File: config.mk
export PLATFORM = sky130hd
export DESIGN_NAME = cci_mpf_prim_write_packet_buffer
export DESIGN_NICKNAME = d
export VERILOG_FILES = /design/src/rtl/cci_mpf_prim_write_packet_buffer.sv
export SDC_FILE = /design/constraint.sdc
export NUM_CORES = 2
export LEC_CHECK = 0
export ABC_AREA = 0
export BUFFER_PORTS_ARGS = -buffer_cell sky130_fd_sc_hd__buf_4
export CORE_MARGIN = 2
export CORE_UTILIZATION = 30
export CTS_BUF_LIST = sky130_fd_sc_hd__clkbuf_4 sky130_fd_sc_hd__clkbuf_8
export CTS_CLUSTER_SIZE = 12
export DETAILED_ROUTE_END_ITERATION = 16
export SYNTH_ARGS = -nofsm -noshare
export SYNTH_HDL_FRONTEND = slang
export SYNTH_SLANG_ARGS = --single-unit
File: constraint.sdc
create_clock -name clk -period 28.8 [get_ports clk]
set_clock_uncertainty 0.15 [all_clocks]
set_input_delay 5.76 -clock clk [delete_from_list [all_inputs] [get_ports clk]]
set_output_delay 5.76 -clock clk [all_outputs]
set_load 0.01 [all_outputs]
File: src/rtl/cci_mpf_prim_write_packet_buffer.sv
// rtl/cci_mpf_prim_write_packet_buffer.sv - store-and-forward C1 TX buffer releasing whole write packets.
// Optional checks: CCI_MPF_PRIM_WRITE_PACKET_BUFFER_CHECK_EN.

package cci_mpf_prim_write_packet_buffer_pkg;
  localparam int CCI_CLADDR_WIDTH = 42;
  localparam int CCI_CLDATA_WIDTH = 64;

  typedef logic [1:0]                  t_cci_clNum;
  typedef logic [CCI_CLADDR_WIDTH-1:0] t_cci_clAddr;
  typedef logic [CCI_CLDATA_WIDTH-1:0] t_cci_clData;

  typedef enum logic [3:0] {
    eREQ_WRLINE_I = 4'h0,
    eREQ_WRLINE_M = 4'h1,
    eREQ_WRPUSH_I = 4'h2,
    eREQ_WRFENCE  = 4'h4,
    eREQ_INTR     = 4'h6
  } t_cci_c1_req;

  typedef struct packed {
    t_cci_c1_req req_type;
    logic        sop;
    t_cci_clNum  cl_len;
    t_cci_clAddr address;
  } t_cci_mpf_c1_ReqHdrBase;

  typedef struct packed {
    t_cci_mpf_c1_ReqHdrBase base;
  } t_cci_mpf_c1_ReqHdr;

  typedef struct packed {
    t_cci_mpf_c1_ReqHdr hdr;
    t_cci_clData        data;
    logic               valid;
  } t_if_cci_mpf_c1_Tx;

  function automatic logic cci_c1_is_write(input t_cci_c1_req r);
    return (r == eREQ_WRLINE_I) || (r == eREQ_WRLINE_M) || (r == eREQ_WRPUSH_I);
  endfunction
endpackage

module cci_mpf_prim_write_packet_buffer
  import cci_mpf_prim_write_packet_buffer_pkg::*;
#(
  parameter int DEPTH                 = 16,
  parameter int ALMOST_FULL_THRESHOLD = 4
) (
  input  logic                       clk,
  input  logic                       reset_n,
  input  t_if_cci_mpf_c1_Tx          c1Tx_in,
  output logic                       c1Tx_in_almostFull,
  output t_if_cci_mpf_c1_Tx          c1Tx_out,
  input  logic                       c1Tx_out_deq,
  output logic [$clog2(DEPTH):0]     packetsReady
);

  localparam int AW = $clog2(DEPTH);
  localparam int CW = AW + 1;

  t_if_cci_mpf_c1_Tx mem_q [DEPTH];

  logic [AW-1:0] wr_ptr_q, wr_ptr_d;
  logic [AW-1:0] rd_ptr_q, rd_ptr_d;
  logic [CW-1:0] count_q, count_d;
  logic [CW-1:0] packets_ready_q, packets_ready_d;
  logic [CW-1:0] free_d;
  t_cci_clNum    in_beat_q, in_beat_d;
  t_cci_clNum    out_beat_q, out_beat_d;
  logic          out_active_q, out_active_d;
  logic          almost_full_q, almost_full_d;

  t_if_cci_mpf_c1_Tx head;
  logic full, out_valid, enq, deq;
  logic in_is_write, in_completes, head_is_write, deq_start;

  assign head          = mem_q[rd_ptr_q];
  assign full          = (count_q == CW'(DEPTH));
  assign out_valid     = (count_q != '0) && (out_active_q || (packets_ready_q != '0));
  assign deq           = c1Tx_out_deq && out_valid;
  // A full buffer still accepts a beat when the head leaves in the same cycle.
  assign enq           = c1Tx_in.valid && (!full || deq);
  assign in_is_write   = cci_c1_is_write(c1Tx_in.hdr.base.req_type);
  assign in_completes  = enq && (!in_is_write || (in_beat_q == c1Tx_in.hdr.base.cl_len));
  assign head_is_write = cci_c1_is_write(head.hdr.base.req_type);
  assign deq_start     = deq && (!head_is_write || head.hdr.base.sop);

  always_comb begin
    wr_ptr_d        = enq ? wr_ptr_q + AW'(1) : wr_ptr_q;
    rd_ptr_d        = deq ? rd_ptr_q + AW'(1) : rd_ptr_q;
    count_d         = count_q + CW'(enq) - CW'(deq);
    packets_ready_d = packets_ready_q + CW'(in_completes) - CW'(deq_start);
    free_d          = CW'(DEPTH) - count_d;
    almost_full_d   = (free_d <= CW'(ALMOST_FULL_THRESHOLD));

    in_beat_d = in_beat_q;
    if (enq && in_is_write) begin
      in_beat_d = in_completes ? '0 : in_beat_q + 2'd1;
    end

    out_beat_d   = out_beat_q;
    out_active_d = out_active_q;
    if (deq && head_is_write) begin
      if (out_beat_q == head.hdr.base.cl_len) begin
        out_beat_d   = '0;
        out_active_d = 1'b0;
      end else begin
        out_beat_d   = out_beat_q + 2'd1;
        out_active_d = 1'b1;
      end
    end
  end

  always_ff @(posedge clk or negedge reset_n) begin
    if (!reset_n) begin
      wr_ptr_q        <= '0;
      rd_ptr_q        <= '0;
      count_q         <= '0;
      packets_ready_q <= '0;
      in_beat_q       <= '0;
      out_beat_q      <= '0;
      out_active_q    <= 1'b0;
      almost_full_q   <= 1'b0;
    end else begin
      wr_ptr_q        <= wr_ptr_d;
      rd_ptr_q        <= rd_ptr_d;
      count_q         <= count_d;
      packets_ready_q <= packets_ready_d;
      in_beat_q       <= in_beat_d;
      out_beat_q      <= out_beat_d;
      out_active_q    <= out_active_d;
      almost_full_q   <= almost_full_d;
    end
  end

  // Payload storage needs no reset; only the pointers define what is live.
  always_ff @(posedge clk) begin
    if (enq) begin
      mem_q[wr_ptr_q] <= c1Tx_in;
    end
  end

  always_comb begin
    c1Tx_out       = head;
    c1Tx_out.valid = out_valid;
  end

  assign c1Tx_in_almostFull = almost_full_q;
  assign packetsReady       = packets_ready_q;

`ifdef CCI_MPF_PRIM_WRITE_PACKET_BUFFER_CHECK_EN
  t_cci_clNum pkt_len_q;

  always_ff @(posedge clk or negedge reset_n) begin
    if (!reset_n) begin
      pkt_len_q <= '0;
    end else if (enq && in_is_write) begin
      pkt_len_q <= c1Tx_in.hdr.base.cl_len;
    end
  end

  always_ff @(posedge clk) begin
    if (reset_n) begin
      if (c1Tx_in.valid && in_is_write) begin
        if (c1Tx_in.hdr.base.sop != (in_beat_q == '0))
          $fatal(1, "write_packet_buffer: sop does not match beat position");
        if (((c1Tx_in.hdr.base.address[1:0] ^ in_beat_q) & c1Tx_in.hdr.base.cl_len) != '0)
          $fatal(1, "write_packet_buffer: misaligned multi-line address");
        if ((in_beat_q != '0) && (c1Tx_in.hdr.base.cl_len != pkt_len_q))
          $fatal(1, "write_packet_buffer: cl_len changed within packet");
      end
      if (c1Tx_in.valid && full && !c1Tx_out_deq)
        $fatal(1, "write_packet_buffer: enqueue while full");
      if (c1Tx_out_deq && !out_valid)
        $fatal(1, "write_packet_buffer: dequeue while output not valid");
    end
  end
`endif

endmodule

# == After elaboration in Yosys (flattened, before gate mapping) ==
# Memories as Yosys holds them, arrays and structs flattened.
# Cells that the tools add are included.
# totals
memories,1
out_inout_bits,120
inputBits,117
ff_bits,24
mem_bits_rw,1824
# classes
add_sub_neg,9
magnitude_cmp,1
n_eq_ne,7
n_mux,5
reduce_logical,22
# mem_list
name,words,width,rd,rd_clocked_by_memory_dff,write_ports,line,text
mem_q,16,114,1,0,1,60,t_if_cci_mpf_c1_Tx mem_q [DEPTH];
# ops
operator,count
$add 5x1->5,2
$reduce_bool 5->1,2
$sub 5x1->5,2
$add 4x1->4 const B,2
$eq 4x1->1 const B,2
$eq 4x2->1 const B,2
$logic_not 4->1,2
$logic_or 1x1->1,8
$logic_and 1x1->1,7
$eq 5x5->1 const B,1
$le 5x3->1 const B,1
$sub 5x5->5 const A,1
$add 2x1->2 const B,2
$eq 2x2->1,2
$mux 2,2
$logic_not 1->1,3
$mux 1,3

# == Logic depth before layout (Yosys ltp) ==
# logic_depth
ltp_word,10
ltp_mapped,17
mapped_depth_nobuf,16

# == Worst setup path after synthesis ==
# Ideal clock, no wire load.
# synth_timing
path_kind,input to register
from,input c1Tx_out_deq
to,memory mem_q[4][100] (netlist bit) (enable)
arrival_ns,14.109
n_path_buf,1
setup_time_ns,0.723
cell_stages,5
setup_slack_ns,13.817
required_ns,27.927
cell_sequence,o41ai_1 a31oi_1 clkbuf_1 nand2_1 nor3_1
# synth_between
elab_chain_cells,5
# synth_lines
item,line,text
start: declaration,53,"input logic c1Tx_out_deq,"
$logic_and 1x1->1,79,assign deq = c1Tx_out_deq && out_valid;
$logic_or 1x1->1,81,assign enq = c1Tx_in.valid && (!full || deq);
$logic_and 1x1->1,81,
$mux 1,137,if (enq) begin
$mux 1 (not written as such),138,mem_q[wr_ptr_q] <= c1Tx_in;
end: declaration,60,
# No other way between the ends.

==> flow_summary.json <==
{
  "synth_ff_type": "edfxtp_1",
  "most-common-layout-cells": "1808 x edfxtp_1, 548 x mux4_2, 330 x clkbuf_8, 292 x buf_4, 97 x clkbuf_4",
  "wl_mm": 170,
  "vias": 31200,
  "design.core.area_mm2": 0.230,
  "root_buffer": "clkbuf_8",
  "post-cts-setup-buffers": 0,
  "max_cap_violations": 0,
  "drt-pass1-iter-count": 5,
  "setup_violations": 0,
  "finalHoldViolCount": 0,
  "antenna_found_initial": 28,
  "layout_commonest_cell": "edfxtp_1",
  "grt_start_max_net_pins": 155,
  "synthTopCellsByArea": "edfxtp_1 78%, mux4_2 18%, dfrtp_1 0.87%",
  "rr_endpoint": "packetsReady[4]",
  "ir_drop_uv": 82.5,
  "grt_pass1_wl_mm": 242,
  "tightest_slew_ns": 1.18,
  "grt_overflow": 0,
  "grt_setup_unrepaired": "no",
  "start_util_pct": 30.2,
  "yosys_warnings": 0,
  "die_y_um": 485,
  "finalNonFillerCells": 6461,
  "fp.dieW_um": 485,
  "crit_fanout": 114,
  "pre_cts_ws_ns": 18.07,
  "grt_pass1_vias": 33500,
  "wl_per_cell_um": 26.3,
  "nNetsFinal": 3337,
  "grt_usage_pct": 14.3,
  "port_buffers": 236,
  "tns_ns": 0,
  "hold_path.class": "flip-flop to flip-flop",
  "path_clk_slew_ns": 0.06,
  "async_flop_share_pct": 1.31,
  "yosysUniqueCellTypes": 47,
  "hpwl_mm": 84.6,
  "slew_viol_final": 0,
  "htree_levels": 5,
  "setup_slack_ns": 17.18,
  "ff2ff_path_depth": 15,
  "cp-end-kind": "output port",
  "seq_area_frac_synth_pct": 79.2,
  "power.density_mw_per_mm2": 99.0,
  "crit_type": "flip-flop to output port",
  "hold_buffers": 0,
  "yosysTopAreaCell": "edfxtp_1",
  "endpoint": "c1Tx_out[5]",
  "syn_area_per_cell_um2": 25.6,
  "cts_resized": 0,
  "syn_inst": 2710,
  "ys_ff_latch": 1832,
  "synth_top_area_share_pct": 78.3,
  "synth_edf_count": 1808,
  "fin_hold_ws_ns": 0.390,
  "r2r_setup_slack_ns": 23.03,
  "crit_required_ns": 22.89,
  "syn_area_mm2": 0.0693,
  "clock-sinks": 1832,
  "postRouteAntennaNets": 0,
  "r2r_start": "rd_ptr_q[0]",
  "crit_arrival_ns": 5.71,
  "via_per_inst": 4.82,
  "clock_latency_ns": 1.02,
  "start_kind": "flip-flop",
  "drive_gt1_share_pct": 39.6,
  "numCtsBuffers": 326,
  "row_count": 176,
  "gp_congestion": 0.706,
  "numPlacedInstances": 5900,
  "syn2layout_area_growth_pct": 16.8,
  "slew_headroom_pct": 21.2,
  "synthesis.nets": 2845,
  "io_pins": 237,
  "fin_crit_ns": 11.62,
  "die_area_mm2": 0.235,
  "utilization_pct": 35.2,
  "status": "finished, final reports clean",
  "cts_tree": "done",
  "crit_start": "rd_ptr_q[0]",
  "p_leak_nw": 25.4,
  "cts_buffer_depth": 4,
  "fin_crit_sh_pct": 40.4,
  "fmax_mhz": 86.0,
  "drtIter0Drc": 2655,
  "drc": 0
}
cell families (layout without fill, tap and decap cells):
kind of cell,after synthesis,after routing,share of synthesized area [%]
AND/OR/NAND/NOR,70,70,0.529
multiplexers,576,576,18.2
AO/OA/AOI/OAI,42,42,0.431
XOR/XNOR,18,18,0.227
flip-flops,1832,1832,79.2
buffers and inverters,154,869,1.06
adder cells (fa/ha/maj),18,18,0.347
other,0,10,0
state kept, by name (all words and copies together) (netlist names):
register and flops:
out_beat_q 2, mem_q 1808, out_active_q 1, count_q 5, wr_ptr_q 4, packetsReady 5, c1Tx_in_almostFull 1, rd_ptr_q 4
in_beat_q 2
cells in the mapped netlist (9+ instances only):
library cell / instances
a21oi_1: 9
buf_1: 18
buf_2: 73
clkbuf_1: 31
dfrtp_1: 24
edfxtp_1: 1808
ha_1: 16
inv_1: 22
mux2i_1: 19
mux4_2: 548
nand2_1: 13
nor2_1: 17
xnor2_1: 11
per-stage QoR:
step                      total power [mW]  area [um2]
after detailed placement              5.84       74800
after global placement                5.82       74800
after floorplan                       4.91       69300
after global routing                  8.40       81000
final                                 8.02       81000
after CTS                             8.18       80900
worst max-delay path: stages, from the launching register on:
cell	delay, ns
dfrtp_4	0.65
buf_12	0.63
buf_4	0.81
buf_4	0.88
mux4_2	0.60
mux4_2	0.53
buf_4	0.17
area by class of cell:
type                    count  area, um2
clock inverters           124        858
clock buffers             427       5270
well taps                3026       3790
flip-flops and latches   1832      54900
diodes                     10       25.0
repair buffers            296       2270
multi-input cells         724      13800
fillers                 21100     149000
inverters                  22       90.1
where the power goes:
| part | internal, mW | switching (mW) |
|---|---|---|
| Combinational | 1.15 | 1.25 |
| Sequential | 3.21 | 0.100 |
| Clock | 1.28 | 1.03 |
worst min-delay path by stage:
| stage | from | end | cells past startpoint |
|---|---|---|---|
| floorplan | count_q[0] | count_q[0] | 1 |
| global placement | packetsReady[0] | packetsReady[0] | 1 |
| detailed placement | packetsReady[0] | packetsReady[0] | 1 |
| CTS | packetsReady[0] | packetsReady[0] | 1 |
| global route | packetsReady[0] | packetsReady[0] | 1 |
| finish | packetsReady[0] | packetsReady[0] | 1 |
routing by layer:
layer | vias to the layer above | wire length, um | track usage, %
met1 | 17000 | 70700 | 18.6
met4 | 30 | 4530 | 4.91
met2 | 974 | 83300 | 23.3
met5 | - | 177 | 0
met3 | 336 | 11200 | 3.76
li1 | 12800 | - | -
Note: power is estimated with default switching activity, not from simulation.
